<file path="src/rtl/ea_pkg.sv">
// Shared selector encodings and pipeline depth limits for the effective-address pipe.
// Latency: n/a (types and constants only).
// Backpressure: n/a.
package ea_pkg;

  // Base operand select: program counter or register-file base.
  typedef enum logic {
    A1_PC   = 1'b0,
    A1_BASE = 1'b1
  } addr1_sel_e;

  // Offset select: zero or one of three sign-extended IR fields of increasing width.
  typedef enum logic [1:0] {
    A2_ZERO = 2'd0,
    A2_OFFA = 2'd1,
    A2_OFFB = 2'd2,
    A2_OFFC = 2'd3
  } addr2_sel_e;

  // Stage 0 selects/extends and stage 1 adds, so two stages are the minimum.
  localparam int EA_MIN_STAGES = 2;
  localparam int EA_MAX_STAGES = 4;

endpackage

</file>
<file path="src/rtl/ea_stage.sv">
// One valid/ready register slice carrying an opaque payload of W bits.
// Latency: 1 cycle.
// Backpressure: loads whenever empty or downstream takes the held entry, so bubbles collapse.
//
// Ports:
//   clk, reset, flush      clock, sync active-high reset, sync clear of the valid bit
//   in_vld/in_rdy/in_dat   upstream handshake; in_rdy is this slice's load enable
//   out_vld/out_rdy/out_dat downstream handshake
module ea_stage #(
  parameter int W = 8
) (
  input  logic         clk,
  input  logic         reset,
  input  logic         flush,
  input  logic         in_vld,
  output logic         in_rdy,
  input  logic [W-1:0] in_dat,
  output logic         out_vld,
  input  logic         out_rdy,
  output logic [W-1:0] out_dat
);

  logic         vld_q;
  logic [W-1:0] dat_q;

  assign in_rdy  = !vld_q || out_rdy;
  assign out_vld = vld_q;
  assign out_dat = dat_q;

  always_ff @(posedge clk) begin
    if (reset) begin
      vld_q <= 1'b0;
      dat_q <= '0;
    end else begin
      if (flush) begin
        vld_q <= 1'b0;
      end else if (in_rdy) begin
        vld_q <= in_vld;
      end
      // Data only moves with a real entry, so held outputs never glitch.
      if (in_rdy && in_vld) begin
        dat_q <= in_dat;
      end
    end
  end

endmodule

</file>
<file path="src/rtl/ea_pipe.sv">
// Pipelined effective-address generator: selected base + sign-extended IR offset, with wrap/page-cross flags.
// Latency: STAGES cycles accept-to-out_valid with out_ready high; one result per cycle.
// Backpressure: per-stage stall with bubble collapse; in_ready = stage 0 load, combinational from out_ready.
//
// Ports:
//   Clk, Reset, Flush                 clock, sync active-high reset, sync drop of all in-flight requests
//   in_valid/in_ready                 request handshake; pc, base, ir, addr1_sel, addr2_sel, in_tag are the request
//   out_valid/out_ready               result handshake; out_addr, out_wrap, out_pcross, out_tag are the result
//   done_cnt                          count of completed output transfers, wraps
module ea_pipe
  import ea_pkg::*;
#(
  parameter int DATA_W    = 16,
  parameter int STAGES    = 2,
  parameter int OFF_A_W   = 6,
  parameter int OFF_B_W   = 9,
  parameter int OFF_C_W   = 11,
  parameter int PAGE_BITS = 7,
  parameter int TAG_W     = 4,
  parameter int CNT_W     = 16
) (
  input  logic              Clk,
  input  logic              Reset,
  input  logic              Flush,
  input  logic              in_valid,
  output logic              in_ready,
  input  logic [DATA_W-1:0] pc,
  input  logic [DATA_W-1:0] base,
  input  logic [DATA_W-1:0] ir,
  input  logic              addr1_sel,
  input  logic [1:0]        addr2_sel,
  input  logic [TAG_W-1:0]  in_tag,
  output logic              out_valid,
  input  logic              out_ready,
  output logic [DATA_W-1:0] out_addr,
  output logic              out_wrap,
  output logic              out_pcross,
  output logic [TAG_W-1:0]  out_tag,
  output logic [CNT_W-1:0]  done_cnt
);

  if (STAGES < EA_MIN_STAGES || STAGES > EA_MAX_STAGES) begin : g_bad_stages
    $error("ea_pipe: STAGES must be within 2..4");
  end
  if (OFF_A_W > DATA_W || OFF_B_W > DATA_W || OFF_C_W > DATA_W) begin : g_bad_off
    $error("ea_pipe: offset field wider than DATA_W");
  end
  if (PAGE_BITS < 1 || PAGE_BITS > DATA_W) begin : g_bad_page
    $error("ea_pipe: PAGE_BITS must be within 1..DATA_W");
  end

  // Stage 0 holds operands; stages 1.. hold the finished result.
  typedef struct packed {
    logic [DATA_W-1:0] base;
    logic [DATA_W-1:0] off;
    logic [TAG_W-1:0]  tag;
  } opnd_t;

  typedef struct packed {
    logic [DATA_W-1:0] addr;
    logic              wrap;
    logic              pcross;
    logic [TAG_W-1:0]  tag;
  } res_t;

  logic [STAGES-1:0] vld;
  logic [STAGES:0]   rdy;     // rdy[k] = load enable of stage k; rdy[STAGES] = consumer
  opnd_t             s0_in;
  opnd_t             s0_q;
  res_t              res_in;
  res_t              rdat [1:STAGES-1];
  res_t              res_out;
  logic [DATA_W:0]   sum_full;
  logic              s0_vld;

  assign rdy[STAGES] = out_ready;

  // Nothing may enter on a flush or reset cycle.
  assign s0_vld   = in_valid && !Flush && !Reset;
  assign in_ready = rdy[0] && !Flush && !Reset;

  // Select base and sign-extend the chosen IR field.
  always_comb begin
    s0_in      = '0;
    s0_in.tag  = in_tag;
    s0_in.base = (addr1_sel_e'(addr1_sel) == A1_BASE) ? base : pc;
    case (addr2_sel_e'(addr2_sel))
      A2_OFFA: s0_in.off = DATA_W'($signed(ir[OFF_A_W-1:0]));
      A2_OFFB: s0_in.off = DATA_W'($signed(ir[OFF_B_W-1:0]));
      A2_OFFC: s0_in.off = DATA_W'($signed(ir[OFF_C_W-1:0]));
      default: s0_in.off = '0;
    endcase
  end

  ea_stage #(.W($bits(opnd_t))) u_stage0 (
    .clk     (Clk),
    .reset   (Reset),
    .flush   (Flush),
    .in_vld  (s0_vld),
    .in_rdy  (rdy[0]),
    .in_dat  (s0_in),
    .out_vld (vld[0]),
    .out_rdy (rdy[1]),
    .out_dat (s0_q)
  );

  // Offset is already DATA_W two's complement, so the plain unsigned carry is the wrap flag.
  assign sum_full = {1'b0, s0_q.base} + {1'b0, s0_q.off};

  always_comb begin
    res_in        = '0;
    res_in.addr   = sum_full[DATA_W-1:0];
    res_in.wrap   = sum_full[DATA_W];
    res_in.pcross = sum_full[DATA_W-1 -: PAGE_BITS] != s0_q.base[DATA_W-1 -: PAGE_BITS];
    res_in.tag    = s0_q.tag;
  end

  for (genvar k = 1; k < STAGES; k++) begin : g_stage
    res_t d_in;
    if (k == 1) begin : g_add
      assign d_in = res_in;
    end else begin : g_dly
      assign d_in = rdat[k-1];
    end

    ea_stage #(.W($bits(res_t))) u_stage (
      .clk     (Clk),
      .reset   (Reset),
      .flush   (Flush),
      .in_vld  (vld[k-1]),
      .in_rdy  (rdy[k]),
      .in_dat  (d_in),
      .out_vld (vld[k]),
      .out_rdy (rdy[k+1]),
      .out_dat (rdat[k])
    );
  end

  assign res_out    = rdat[STAGES-1];
  assign out_valid  = vld[STAGES-1];
  assign out_addr   = res_out.addr;
  assign out_wrap   = res_out.wrap;
  assign out_pcross = res_out.pcross;
  assign out_tag    = res_out.tag;

  // Flush leaves the counter alone; a transfer on the flush cycle still counts.
  always_ff @(posedge Clk) begin
    if (Reset) begin
      done_cnt <= '0;
    end else if (out_valid && out_ready) begin
      done_cnt <= done_cnt + CNT_W'(1);
    end
  end

endmodule

</file>
<file path="config.mk">
export PLATFORM = sky130hd
export DESIGN_NAME = ea_pipe
export DESIGN_NICKNAME = d
export VERILOG_FILES = /design/src/rtl/ea_pkg.sv /design/src/rtl/ea_stage.sv /design/src/rtl/ea_pipe.sv
export SDC_FILE = /design/constraint.sdc
export NUM_CORES = 1
export LEC_CHECK = 0
export ABC_AREA = 1
export CAP_MARGIN = 20
export CORE_MARGIN = 5
export CORE_UTILIZATION = 57
export CTS_CLUSTER_DIAMETER = 100
export DETAILED_ROUTE_END_ITERATION = 16
export GPL_ROUTABILITY_DRIVEN = 0
export GPL_TIMING_DRIVEN = 0
export PLACE_DENSITY = 0.95
export SYNTH_ARGS = -nofsm -noshare
export SYNTH_HDL_FRONTEND = slang
export SYNTH_HIERARCHICAL = 1
export SYNTH_SLANG_ARGS = --single-unit
</file>
<file path="constraint.sdc">
create_clock -name Clk -period 5.84 [get_ports Clk]
set_input_delay 0.584 -clock Clk [delete_from_list [all_inputs] [get_ports Clk]]
set_output_delay 0.584 -clock Clk [all_outputs]
set_load 0.01 [all_outputs]
</file>
==> results.toml, run 1 <==
[run_status]
status = "finished, final reports clean"

[power_and_ir_drop]
internal-power_uw = 889
pwr-share-comb_pct = 17.4
ir_drop_uv = 102
switching_share_pct = 26.9
p_switching_uw = 327
sequentialPowerShare_pct = 45.0
clkPwrFrac_pct = 37.6
p_leak_nw = 2.95
power.density_nw_per_um2 = 192

[critical_path]
path_depth = 9
rrSetupSlack_ns = 3.50
crit_buf_inv = 6
crit_path_max_fanout = 10
timing_worst_setup_path_type = "primary input to output port"
slowest_stage = "clkdlybuf4s50_1"
cp_data_arrival_time_ns = 2.73
critPathTopFamily = "buffers and inverters"
end_kind = "output port"
required_ns = 5.26
cpPeakStageDelay_ns = 0.59
path_cells = "clkdlybuf4s50_1 -> inv_2 -> nand2_4 -> buf_6 -> inv_2 -> nand2_4 -> clkbuf_8 -> nor3b_1 -> clkdlybuf4s50_1"
cp-start-kind = "primary input"
rr_worst_depth = 16

[timing]
maxSlewViolCount = 0
max_freq_mhz = 302
fin_crit_ns = 3.31
grt_setup_unrepaired = "no"
fin_worst_skew_ns = 0.00996
fin_crit_sh_pct = 56.7
worstMarginPinSlew_ns = 0.533
relSlewSlack_pct = 64.5
final_hold_viol_count = 0
setup_tns_ns = 0
fin_ws_ns = 2.53
setup_viol = 0

[hold_path]
hold_depth = 2
min_path_type = "register to register"

[detailed_routing]
wire_per_inst_um = 13.4
drc = 0
num_vias = 5245
wirelength_um = 13200
postRouteAntennaNets = 0
dr.pass1.iters = 5
drt_iter0_drc = 393
avgViaCountPerCell = 5.32

[finish]
area_growth_pct = 25.7
drive_gt1_share_pct = 11.3
final_common_cell = "nand2_1"
layout_common_cells = "169 x nand2_1, 122 x inv_1, 94 x nor2_1"
nNetsFinal = 951
post-route-util_pct = 72.8
seq_area_um2 = 1520
diodes = 0
fillers = 662
multi_input_area_um2 = 2770

[synthesis]
avgSynthCellArea_um2 = 6.54
synth_fp_nets = 847
ys.flop_type = "dfxtp_1"
async_flop_share_pct = 0
synth_edf_count = 0
ys_types = 35
syn-cell-area_um2 = 5030
ys_seq_area_share_pct = 30.2
ys_warn_count = 6
ys_ff_latch = 76
syn-instance-count = 769

[cts]
postCtsHoldBufs = 0
insertion_delay_ns = 0.36
h-tree-depth = 3
cts-buffers-inserted = 9
tritoncts = "yes"
ctsResizeCount = 0
cts_root_buffer = "clkbuf_8"
cts.clk_slew.worst_paths_ns = 0.07
clkSinkCount = 76
cts_buffer_depth = 2
cts_setup_buffers = 0

[grt]
overflow = 0
grt_busiest_layer = "met2"
use_met2_pct = 44.9
antenna_found_initial = 0
grt_pass1_vias = 4986
use_met1_pct = 26.7
track_usage_pct = 23.9
grt_max_degree = 14
grt_use_met3_pct = 4.35
grt_pass1_wl_um = 21900

[placed_design]
io_buffers = 93
hpwl_um = 10000
dp_slack_ns = 2.55

[job]
drv_cap = 0

[die]
pin_count = 100
die_w_um = 104
coreArea_um2 = 8680
std_cell_rows = 34
dieArea_um2 = 10800
dieHeight_um = 104
initial_core_util_pct = 58.0
[per-stage QoR]
stage               total power, mW  hold slack, ns  std cells  area [um^2]
global placement              0.758           0.458        970         6100
finish                         1.22           0.485        986         6320
CTS                            1.21           0.491        986         6320
floorplan                     0.688           0.452        769         5030
global route                   1.26           0.515        986         6320
detailed placement            0.764           0.472        970         6100
[area by class of cell]
class                      instances  share of cell area, %
multi-input combinational        532                   43.8
sequential                        76                   24.1
timing repair buffer              93                   14.7
inverter                         129                   7.66
buffer                            32                   4.06
clock buffer                      11                   2.24
tap                              108                   2.14
clock inverter                     5                   1.33
[kinds of logic after synthesis]
logic type / Yosys count / share of synthesized area, %
flip-flops: 76 / 30.2
buffers and inverters: 161 / 14.7
AO/OA/AOI/OAI: 90 / 9.48
multiplexers: 16 / 3.58
adder cells (fa/ha/maj): 18 / 4.63
XOR/XNOR: 8 / 1.39
AND/OR/NAND/NOR: 400 / 35.9
[synth_stat cells, types with 3 or more instances]
| master | number | area, um^2 |
|---|---|---|
| nand4_1 | 8 | 50.1 |
| buf_6 | 10 | 113 |
| nor2_2 | 4 | 25.0 |
| mux2_2 | 16 | 180 |
| nand3b_1 | 3 | 22.5 |
| xor2_1 | 7 | 61.3 |
| nand3_1 | 83 | 415 |
| nand2_2 | 7 | 43.8 |
| o21ai_0 | 8 | 40.0 |
| inv_1 | 122 | 458 |
| dfxtp_1 | 76 | 1520 |
| nand3_2 | 15 | 150 |
| buf_2 | 8 | 40.0 |
| buf_4 | 11 | 82.6 |
| nor2_1 | 94 | 353 |
| inv_2 | 6 | 22.5 |
| a21oi_1 | 75 | 375 |
| nand2_1 | 169 | 634 |
| nor3_1 | 9 | 45.0 |
| ha_1 | 17 | 213 |
[registers in the layout, indices dropped and copies added, names as in the netlist]
name	cells
u_stage0/out_dat	36
g_stage.u_stage/out_dat	22
u_stage0/out_vld	1
done_cnt	16
g_stage.u_stage/out_vld	1
[final timing paths]
path	startpoint	end
max	out_ready	in_ready
min	g_stage[1].u_stage/out_dat[10]$_SDFFE_PP0P_	g_stage[1].u_stage/out_dat[10]$_SDFFE_PP0P_
max reg2reg	u_stage0/out_dat[4]$_SDFFE_PP0P_	g_stage[1].u_stage/out_dat[4]$_SDFFE_PP0P_
min reg2reg	g_stage[1].u_stage/out_dat[10]$_SDFFE_PP0P_	g_stage[1].u_stage/out_dat[10]$_SDFFE_PP0P_
[power by group through the flow]
stage               logic (mW)  clock network, mW  registers, mW
floorplan                0.132                  0          0.556
global placement         0.200                  0          0.558
detailed placement       0.206                  0          0.558
CTS                      0.210              0.456          0.547
global route             0.236              0.473          0.549
finish                   0.211              0.458          0.547
[tightest hold or removal path: cells and delay by family (launching register included)]
| kind | cells | cell delay, ns |
|---|---|---|
| simple gates | 1 | 0.08 |
| flops | 1 | 0.33 |
| compound gates | 1 | 0.04 |
[per-layer routing]
| layer | wire [um] | up-vias |
|---|---|---|
| li1 | - | 2642 |
| met1 | 5430 | 2364 |
| met2 | 6630 | 208 |
| met3 | 839 | 31 |
| met4 | 305 | 0 |
| met5 | 0 | - |
(Power assumes the default switching activity.)
==> run 2, diff against run 1 <==
--- a/config.mk
+++ b/config.mk
@@ -8,12 +8,12 @@
 export ABC_AREA = 1
 export CAP_MARGIN = 20
 export CORE_MARGIN = 5
-export CORE_UTILIZATION = 57
+export CORE_UTILIZATION = 53
 export CTS_CLUSTER_DIAMETER = 100
 export DETAILED_ROUTE_END_ITERATION = 16
 export GPL_ROUTABILITY_DRIVEN = 0
 export GPL_TIMING_DRIVEN = 0
-export PLACE_DENSITY = 0.95
+export PLACE_DENSITY = 0.94
 export SYNTH_ARGS = -nofsm -noshare
 export SYNTH_HDL_FRONTEND = slang
 export SYNTH_HIERARCHICAL = 1
==> constraint.sdc (replaced) <==
create_clock -name Clk -period 3.33 [get_ports Clk]
set_input_delay 0.333 -clock Clk [delete_from_list [all_inputs] [get_ports Clk]]
set_output_delay 0.333 -clock Clk [all_outputs]
set_load 0.01 [all_outputs]
==> run 2 against run 1 <==
Effect of this change: sequential power rose by 76%; flip-flop and latch count did not move; final cell count up 2.1%; power up 72%; setup slack lost 2.0 ns; combinational power up 74%; largest power group unchanged; highest routed layer unchanged.
==> results.toml, run 2 (synthesis gave the netlist of run 1 again) <==
[timing]
max_freq_mhz = 361
fin_crit_sh_pct = 83.3
relSlewSlack_pct = 66.3
final_hold_viol_count = 0
fin_worst_skew_ns = 0.0172
grt_setup_unrepaired = "no"
setup_viol = 0
fin_crit_ns = 2.77
maxSlewViolCount = 0
worstMarginPinSlew_ns = 0.505
setup_tns_ns = 0

[cts]
cts_buffer_depth = 2
insertion_delay_ns = 0.37
postCtsHoldBufs = 0
h-tree-depth = 3
cts_setup_buffers = 0
cts-buffers-inserted = 9
tritoncts = "yes"
ctsResizeCount = 0
cts_root_buffer = "clkbuf_8"
clkSinkCount = 76
cts.clk_slew.worst_paths_ns = 0.08

[power_and_ir_drop]
ir_drop_uv = 188
p_leak_nw = 2.95
power.density_nw_per_um2 = 330

[grt]
track_usage_pct = 23.1
overflow = 0
grt_pass1_vias = 5024
use_met1_pct = 26.6
grt_use_met3_pct = 3.90
grt_pass1_wl_um = 21800
grt_max_degree = 14
antenna_found_initial = 0
use_met2_pct = 41.0
grt_busiest_layer = "met2"

[detailed_routing]
drc = 0
wirelength_um = 12700
num_vias = 5137
dr.pass1.iters = 7
avgViaCountPerCell = 5.10
drt_iter0_drc = 310
wire_per_inst_um = 12.6
postRouteAntennaNets = 0

[die]
dieArea_um2 = 11500
initial_core_util_pct = 54.4
pin_count = 100
dieHeight_um = 107
std_cell_rows = 35
coreArea_um2 = 9240
die_w_um = 107

[finish]
layout_common_cells = "169 x nand2_1, 122 x inv_1, 94 x nor2_1"
stdcell_area_um2 = 6340
drive_gt1_share_pct = 11.3
area_growth_pct = 26.0
diodes = 0
final_common_cell = "nand2_1"
largest_register_ffs = 36
nNetsFinal = 951

[critical_path]
crit_buf_inv = 6
path_cells = "clkdlybuf4s50_1 -> inv_2 -> nand2_4 -> buf_6 -> inv_2 -> nand2_4 -> clkbuf_8 -> nor3b_1 -> clkdlybuf4s50_1"
timing_worst_setup_path_type = "primary input to output port"
end_kind = "output port"
required_ns = 3.00
crit_path_max_fanout = 10
slowest_stage = "clkdlybuf4s50_1"
critPathTopFamily = "buffers and inverters"
cp-start-kind = "primary input"
cpPeakStageDelay_ns = 0.59
cp_data_arrival_time_ns = 2.44

[placed_design]
io_buffers = 93
hpwl_um = 9760
placed_area_um2 = 6120

[run_status]
status = "finished, final reports clean"

[hold_path]
min_path_type = "register to register"

[job]
drv_cap = 0
run 2: changes by cell type in the layout (fill, tap and decap cells not counted):
cell and change:
clkbuf_8 -1, clkinv_2 +2, clkinvlp_4 -1
run 2: metrics by stage:
step / hold slack, ns / utilization, % / instances / total power, mW / setup WS [ns]
2_1_floorplan: 0.410 / - / 769 / 1.21 / 1.33
3_3_place_gp: 0.460 / 66.3 / 991 / 1.33 / 0.598
3_5_place_dp: 0.471 / 66.3 / 991 / 1.34 / 0.570
4_1_cts: 0.487 / 68.6 / 1007 / 2.10 / 0.567
5_1_grt: 0.505 / 68.6 / 1007 / 2.19 / 0.490
6_report: 0.482 / 68.6 / 1007 / 2.09 / 0.557
run 2: routing by layer:
metal  vias to the layer above  wire length, um
li1                       2643                -
met1                      2282             5340
met2                       170             6190
met3                        42              696
met4                         0              465
met5                         -                0
run 2: final timing paths:
kind | startpoint | end | slack (ns) | cells past startpoint
worst max-delay path | out_ready | in_ready | 0.56 | 9
worst min-delay path | u_stage0/out_dat[0]$_SDFFE_PP0P_ | u_stage0/out_dat[0]$_SDFFE_PP0P_ | 0.48 | 2
worst max register to register | u_stage0/out_dat[4]$_SDFFE_PP0P_ | g_stage[1].u_stage/out_dat[4]$_SDFFE_PP0P_ | 0.97 | 16
worst min register to register | u_stage0/out_dat[0]$_SDFFE_PP0P_ | u_stage0/out_dat[0]$_SDFFE_PP0P_ | 0.48 | 2
run 2: power breakdown:
group / internal (mW) / leakage (nW) / switching [mW]
Combinational: 0.178 / 2.22 / 0.190
Sequential: 0.937 / 0.618 / 0.0231
Clock: 0.422 / 0.107 / 0.343
run 2: final cells by class:
cell class	instances	area, um^2
Buffer	32	256
Multi-Input combinational cell	532	2770
Fill cell	734	2900
Sequential cell	76	1520
Clock inverter	6	86.3
Clock buffer	10	128
Tap cell	129	161
Timing Repair Buffer	93	931
Inverter	129	484
run 2: worst register-to-register path, cell delays in order, from the launching register on:
cell and delay, ns:
dfxtp_1 0.34, ha_1 0.28, fa_1 0.47, nand3_1 0.11, nand3_1 0.15, nand3_1 0.14
nand3_1 0.08, nand2_1 0.08, nand2_1 0.07, nand2_1 0.06, nand3_1 0.09, nor2_1 0.10
nand2_1 0.06, inv_1 0.07, nand3_2 0.07, nand2_1 0.06, nor2_1 0.04
